**src/rtl/fetch_stage_pkg.sv**
```systemverilog
// Shared definitions for the RV32I fetch stage: opcodes, FSM encoding,
// reset vector default and J/B immediate extraction helpers.
package fetch_stage_pkg;

  localparam logic [31:0] RESET_PC_DEFAULT = 32'h0000_0000;

  localparam logic [6:0] OP_JAL    = 7'b1101111;
  localparam logic [6:0] OP_BRANCH = 7'b1100011;

  typedef enum logic [1:0] {
    S_BOOT  = 2'd0,
    S_RUN   = 2'd1,
    S_FAULT = 2'd2
  } fetch_state_e;

  function automatic logic signed [31:0] imm_j(input logic [31:0] inst);
    return {{12{inst[31]}}, inst[19:12], inst[20], inst[30:21], 1'b0};
  endfunction

  function automatic logic signed [31:0] imm_b(input logic [31:0] inst);
    return {{20{inst[31]}}, inst[7], inst[30:25], inst[11:8], 1'b0};
  endfunction

endpackage

```
**src/rtl/fetch_stage_predecode.sv**
```systemverilog
// Static branch predictor for fetch: JAL always taken, backward branches taken.
// Only compiled when FETCH_STATIC_PREDICT_EN is defined.
`ifdef FETCH_STATIC_PREDICT_EN
module fetch_predecode
  import fetch_stage_pkg::*;
(
  input  logic [31:0] pc_i,
  input  logic [31:0] inst_i,
  output logic        pred_taken_o,
  output logic [31:0] pred_pc_o
);

  logic signed [31:0] imm_j_s;
  logic signed [31:0] imm_b_s;
  logic [31:0]        tgt_j;
  logic [31:0]        tgt_b;
  logic [31:0]        pc_plus4;
  logic               is_jal;
  logic               is_bwd_branch;

  assign imm_j_s       = imm_j(inst_i);
  assign imm_b_s       = imm_b(inst_i);
  assign tgt_j         = pc_i + $unsigned(imm_j_s);
  assign tgt_b         = pc_i + $unsigned(imm_b_s);
  assign pc_plus4      = pc_i + 32'd4;
  assign is_jal        = (inst_i[6:0] == OP_JAL);
  assign is_bwd_branch = (inst_i[6:0] == OP_BRANCH) && (imm_b_s < 0);

  // A misaligned target would fault in fetch; leave it for EX to resolve.
  always_comb begin
    pred_taken_o = 1'b0;
    pred_pc_o    = pc_plus4;
    if (is_jal && (tgt_j[1:0] == 2'b00)) begin
      pred_taken_o = 1'b1;
      pred_pc_o    = tgt_j;
    end else if (is_bwd_branch && (tgt_b[1:0] == 2'b00)) begin
      pred_taken_o = 1'b1;
      pred_pc_o    = tgt_b;
    end
  end

endmodule
`endif

```
**src/rtl/fetch_stage.sv**
```systemverilog
// RV32I fetch: PC register, boot/run/fault FSM and IF/ID pipeline register.
// Optional static prediction enabled by FETCH_STATIC_PREDICT_EN.
module fetch_stage
  import fetch_stage_pkg::*;
#(
  parameter logic [31:0] RESET_PC = RESET_PC_DEFAULT,
  parameter int          XLEN     = 32
) (
  input  logic            clk,
  input  logic            rst,
  input  logic            stall,
  input  logic            flush,
  input  logic            redirect_valid,
  input  logic [XLEN-1:0] redirect_pc,
  input  logic            trap_valid,
  input  logic [XLEN-1:0] trap_pc,
  output logic [XLEN-1:0] imem_pc,
  input  logic [XLEN-1:0] imem_inst,
  input  logic [4:0]      imem_rd,
  input  logic [4:0]      imem_rs1,
  input  logic [4:0]      imem_rs2,
  output logic            id_valid,
  output logic [XLEN-1:0] id_pc,
  output logic [XLEN-1:0] id_pc_plus4,
  output logic [XLEN-1:0] id_inst,
  output logic [4:0]      id_rd,
  output logic [4:0]      id_rs1,
  output logic [4:0]      id_rs2,
  output logic            id_pred_taken,
  output logic            fetch_fault,
  output logic [XLEN-1:0] fault_pc
);

  fetch_state_e    state_q, state_d;
  logic [XLEN-1:0] pc_q, pc_d;
  logic [XLEN-1:0] fault_pc_q, fault_pc_d;
  logic            id_valid_q, id_valid_d;
  logic [XLEN-1:0] id_pc_q, id_pc_d;
  logic [XLEN-1:0] id_pc_plus4_q, id_pc_plus4_d;
  logic [XLEN-1:0] id_inst_q, id_inst_d;
  logic [4:0]      id_rd_q, id_rd_d;
  logic [4:0]      id_rs1_q, id_rs1_d;
  logic [4:0]      id_rs2_q, id_rs2_d;
  logic            id_pred_q, id_pred_d;

  logic [XLEN-1:0] pc_plus4;
  logic            pred_taken;
  logic [XLEN-1:0] pred_pc;

  assign pc_plus4 = pc_q + 32'd4;

`ifdef FETCH_STATIC_PREDICT_EN
  fetch_predecode u_predecode (
    .pc_i         (pc_q),
    .inst_i       (imem_inst),
    .pred_taken_o (pred_taken),
    .pred_pc_o    (pred_pc)
  );
`else
  assign pred_taken = 1'b0;
  assign pred_pc    = pc_plus4;
`endif

  // Trap has absolute priority and is the only way out of S_FAULT.
  always_comb begin
    state_d       = state_q;
    pc_d          = pc_q;
    fault_pc_d    = fault_pc_q;
    id_valid_d    = id_valid_q;
    id_pc_d       = id_pc_q;
    id_pc_plus4_d = id_pc_plus4_q;
    id_inst_d     = id_inst_q;
    id_rd_d       = id_rd_q;
    id_rs1_d      = id_rs1_q;
    id_rs2_d      = id_rs2_q;
    id_pred_d     = id_pred_q;

    if (trap_valid) begin
      state_d    = S_RUN;
      pc_d       = trap_pc;
      fault_pc_d = '0;
      id_valid_d = 1'b0;
      id_pred_d  = 1'b0;
    end else begin
      unique case (state_q)
        S_BOOT: begin
          state_d    = S_RUN;
          id_valid_d = 1'b0;
        end
        S_RUN: begin
          if (redirect_valid && (redirect_pc[1:0] == 2'b00)) begin
            pc_d       = redirect_pc;
            id_valid_d = 1'b0;
            id_pred_d  = 1'b0;
          end else if (redirect_valid) begin
            state_d    = S_FAULT;
            fault_pc_d = redirect_pc;
            id_valid_d = 1'b0;
            id_pred_d  = 1'b0;
          end else if (stall) begin
            if (flush) id_valid_d = 1'b0;
          end else begin
            pc_d          = pred_taken ? pred_pc : pc_plus4;
            id_valid_d    = ~flush;
            id_pc_d       = pc_q;
            id_pc_plus4_d = pc_plus4;
            id_inst_d     = imem_inst;
            id_rd_d       = imem_rd;
            id_rs1_d      = imem_rs1;
            id_rs2_d      = imem_rs2;
            id_pred_d     = pred_taken;
          end
        end
        S_FAULT: begin
          id_valid_d = 1'b0;
        end
        default: begin
          state_d    = S_FAULT;
          id_valid_d = 1'b0;
        end
      endcase
    end
  end

  always_ff @(posedge clk or posedge rst) begin
    if (rst) begin
      state_q       <= S_BOOT;
      pc_q          <= RESET_PC;
      fault_pc_q    <= '0;
      id_valid_q    <= 1'b0;
      id_pc_q       <= '0;
      id_pc_plus4_q <= '0;
      id_inst_q     <= '0;
      id_rd_q       <= '0;
      id_rs1_q      <= '0;
      id_rs2_q      <= '0;
      id_pred_q     <= 1'b0;
    end else begin
      state_q       <= state_d;
      pc_q          <= pc_d;
      fault_pc_q    <= fault_pc_d;
      id_valid_q    <= id_valid_d;
      id_pc_q       <= id_pc_d;
      id_pc_plus4_q <= id_pc_plus4_d;
      id_inst_q     <= id_inst_d;
      id_rd_q       <= id_rd_d;
      id_rs1_q      <= id_rs1_d;
      id_rs2_q      <= id_rs2_d;
      id_pred_q     <= id_pred_d;
    end
  end

  assign imem_pc       = pc_q;
  assign id_valid      = id_valid_q;
  assign id_pc         = id_pc_q;
  assign id_pc_plus4   = id_pc_plus4_q;
  assign id_inst       = id_inst_q;
  assign id_rd         = id_rd_q;
  assign id_rs1        = id_rs1_q;
  assign id_rs2        = id_rs2_q;
  assign id_pred_taken = id_pred_q;
  assign fetch_fault   = (state_q == S_FAULT);
  assign fault_pc      = fault_pc_q;

endmodule

```
**config.mk**
```make
export PLATFORM = sky130hd
export DESIGN_NAME = fetch_stage
export DESIGN_NICKNAME = d
export VERILOG_FILES = /design/src/rtl/fetch_stage_pkg.sv /design/src/rtl/fetch_stage_predecode.sv /design/src/rtl/fetch_stage.sv
export SDC_FILE = /design/constraint.sdc
export NUM_CORES = 1
export LEC_CHECK = 0
export CAP_MARGIN = 30
export CELL_PAD_IN_SITES_DETAIL_PLACEMENT = 1
export CELL_PAD_IN_SITES_GLOBAL_PLACEMENT = 2
export CORE_ASPECT_RATIO = 2
export CORE_MARGIN = 5
export CORE_UTILIZATION = 25
export CTS_CLUSTER_DIAMETER = 50
export CTS_CLUSTER_SIZE = 20
export DETAILED_ROUTE_END_ITERATION = 10
export HOLD_SLACK_MARGIN = 0.05
export PLACE_DENSITY_LB_ADDON = 0.1
export SYNTH_ARGS = -nofsm -noshare
export SYNTH_HDL_FRONTEND = slang
export SYNTH_SLANG_ARGS = --single-unit
export TNS_END_PERCENT = 20
```
**constraint.sdc**
```tcl
create_clock -name clk -period 7.2 [get_ports clk]
set_clock_uncertainty 0.1 [all_clocks]
set_input_delay 2.16 -clock clk [delete_from_list [all_inputs] [get_ports clk]]
set_output_delay 2.16 -clock clk [all_outputs]
set_load 0.005 [all_outputs]
```
==> run metrics <==
Tot Pwr 0.003470 W; Cell Chain, Critical Path clkdlybuf4s50_1, or3b_1, nand2_1, o21ai_0, a221oi_1, a21oi_1; Distinct cells, synth 68; maximum clock path buffer count 2; Initial Util 0.2535; Startpoint Class input port; fin. max-slew vios 0; grt ovf 0; Syn Area/Cell 10.89 sq um; area delta synth->final 47.63%; CP delay by family, top simple AND/OR/NAND/NOR gates; fmax 211.3 MHz; Seq/Total Area, Yosys 0.5391; critical-path maximum fanout 25; DRT iter0 DRCs 180; Post-synth EDFFs 0; Syn Nets 868; Overall Global Routing Usage 0.1702; post-synthesis cell area 8170 sq um; largest net degree at the start of global routing 115; number of hold buffers added after CTS 0; Die Area 36620 sq um; Setup TNS 0 ns; crit path DAT 4.95 ns; antenna viol nets, final 0; PortBufs 293; Pwr Density 287.7 nW/um^2; Rows 93; Buf/Inv on CP 1; HP Class reg2reg; drt total wl 30990 um; clock buffer count from CTS 17; worst setup path class in2reg; Yosys warning count 0; vias in the first global route 7426; Remaining DRCs 0; CORE AREA 32230 sq um; initial antenna violation count 2; CTS tree done; footprint of the multi-input gates 3416 sq um; #FFs+latches synth 176; Register Area 4404 sq um; root buf cell clkbuf_16; vias per inst 4.651; first-pass GRT wire length 47050 um; commonest non-fill, non-tap cell in the layout clkdlybuf4s50_1; asr flop ratio synth 1.000; Post-CTS Setup Inserts 0; Slowest cell on crit path nand2_1; total of max-cap violations 0; most frequent cells in the layout clkdlybuf4s50_1, dfrtp_1, mux2_2; P_leak 4.821 nW; final core occ 0.3742; drt pass-1 iters 4; Clock Sinks 176; required time of the critical path 7.42 ns; RSZ-0062 raised after global routing no; setup violators final 0; crit-path max cell delay 0.82 ns; H-tree levels 4; vias 6776; ys flop type dfrtp_1; Worst Tran Pin Value 0.9317 ns; Clock transition at path regs 0.07 ns; Die H 265.7 um; Fill cells 3625; Peak VDD IR 0.1710 mV; post-CTS sizing 0; hpwl dp 23620 um; Avg WL per Cell 21.27 um; Rel. slew slack 0.3774; final worst-path cycle share 0.6572; Final min period 4.732 ns; layout cells sized above 1 0.1459; worst-skew pair later-pin latency 0.44 ns; Layout Nets 1135; Worst Setup End Kind flip-flop; gp weighted congestion 0.7548; status completed; IO Pins 295; Final Hold Fails 0; die extent in x 137.8 um; Gate Count Post-Synth 750
-- stage by stage --
step / cell area (sq um) / hold WS (ns) / instances / worst slack [ns]
2_1_floorplan: 8170 / 0.3628 / 750 / 0.1664
3_3_place_gp: 11420 / 0.3628 / 1423 / 1.958
3_5_place_dp: 11470 / 0.3762 / 1425 / 1.984
4_1_cts: 12060 / 0.3964 / 1455 / 2.475
5_1_grt: 12060 / 0.4224 / 1456 / 2.165
6_report: 12060 / 0.3893 / 1457 / 2.468
-- where the power goes --
part	leakage [nW]	switching (W)	internal, W
logic	2.42	0.000381	0.000689
registers	2.13	0.000205	0.00124
clock network	0.278	0.000408	0.000551
-- layout make-up --
class                   count  area share
clock buffers              20     0.03703
clock inverters            10     0.01131
inverters                   9    0.003423
multi-input cells         507      0.2832
flip-flops and latches    176      0.3651
repair buffers            306      0.2552
well taps                 427     0.04429
diodes                      2   0.0004149
-- Yosys cell counts (2+ instances only) --
cell	count	area, sq um
xor2_1	11	96.34
a221o_1	2	20.02
a222oi_1	2	20.02
or2_2	2	12.51
nand3_1	8	40.04
buf_2	16	80.08
mux2_2	87	979.7
nor2b_1	9	56.30
nor3_1	5	25.02
o2bb2ai_1	5	43.79
inv_1	9	33.78
a21oi_1	61	305.3
and3_1	6	37.54
nand4_2	2	25.02
a21o_1	2	15.01
nand2b_1	4	25.02
a31oi_1	7	43.79
nand4_1	8	50.05
nor2_1	57	214.0
nand2_1	85	319.1
buf_6	5	56.30
o21ai_1	2	10.01
buf_4	12	90.09
o22ai_1	4	25.02
nor4_1	3	18.77
a22oi_1	2	15.01
clkbuf_1	18	67.56
o21ai_0	60	300.3
a2bb2oi_1	4	35.03
o22a_1	6	52.55
and4_1	5	43.79
buf_1	5	18.77
xnor2_1	17	148.9
a211oi_1	7	52.55
dfrtp_1	176	4404
a221oi_1	3	26.28
and2_1	2	12.51
-- registers in the layout, indices dropped and copies added (netlist names) --
signal and flops:
fault_pc 32, id_inst 32, id_pc 32, imem_pc 32
id_pc_plus4 30, id_rd 5, id_rs1 5, id_rs2 5
state_q 2, id_valid 1
-- kinds of logic (layout without fill, tap and decap cells) --
group	after synthesis	after routing	synth area share
AOI/OAI and AO/OA	179	179	0.1348
xor gates and xnor gates	28	28	0.03001
adders and majority gates	1	1	0.001531
buffers and inverters	67	345	0.04548
DFF	176	176	0.5391
muxes	87	87	0.1199
other	1	3	0.0004590
and+or+nand+nor	211	211	0.1288
-- final timing paths --
path / startpoint / endpoint / slack [ns] / cells past startpoint
setup / recovery: redirect_valid / imem_pc[17] / 2.47 / 6
hold / removal: fault_pc[21] / fault_pc[21] / 0.39 / 2
setup reg to reg: imem_pc[14] / imem_pc[29] / 4.52 / 5
hold reg to reg: fault_pc[21] / fault_pc[21] / 0.39 / 2
max in group asynchronous: rst / fault_pc[13] / 3.68 / 3
min in group asynchronous: rst / id_inst[27] / 2.08 / 2
-- worst reg2reg max path, cell delays in order, from the launching register on --
cell	delay, ns
dfrtp_1	0.60
nand4_1	0.44
nor4_4	0.68
and3_4	0.34
a31oi_1	0.09
o32a_1	0.32
-- routing by layer --
| metal | GRT usage | vias up | wire (um) |
|---|---|---|---|
| met3 | 0.04391 | 35 | 1895 |
| met5 | 0 | - | 0 |
| met2 | 0.3074 | 215 | 16470 |
| met4 | 0.06576 | 0 | 804 |
| li1 | - | 3169 | - |
| met1 | 0.1872 | 3357 | 11810 |
Note: power is estimated with default switching activity, not from simulation.
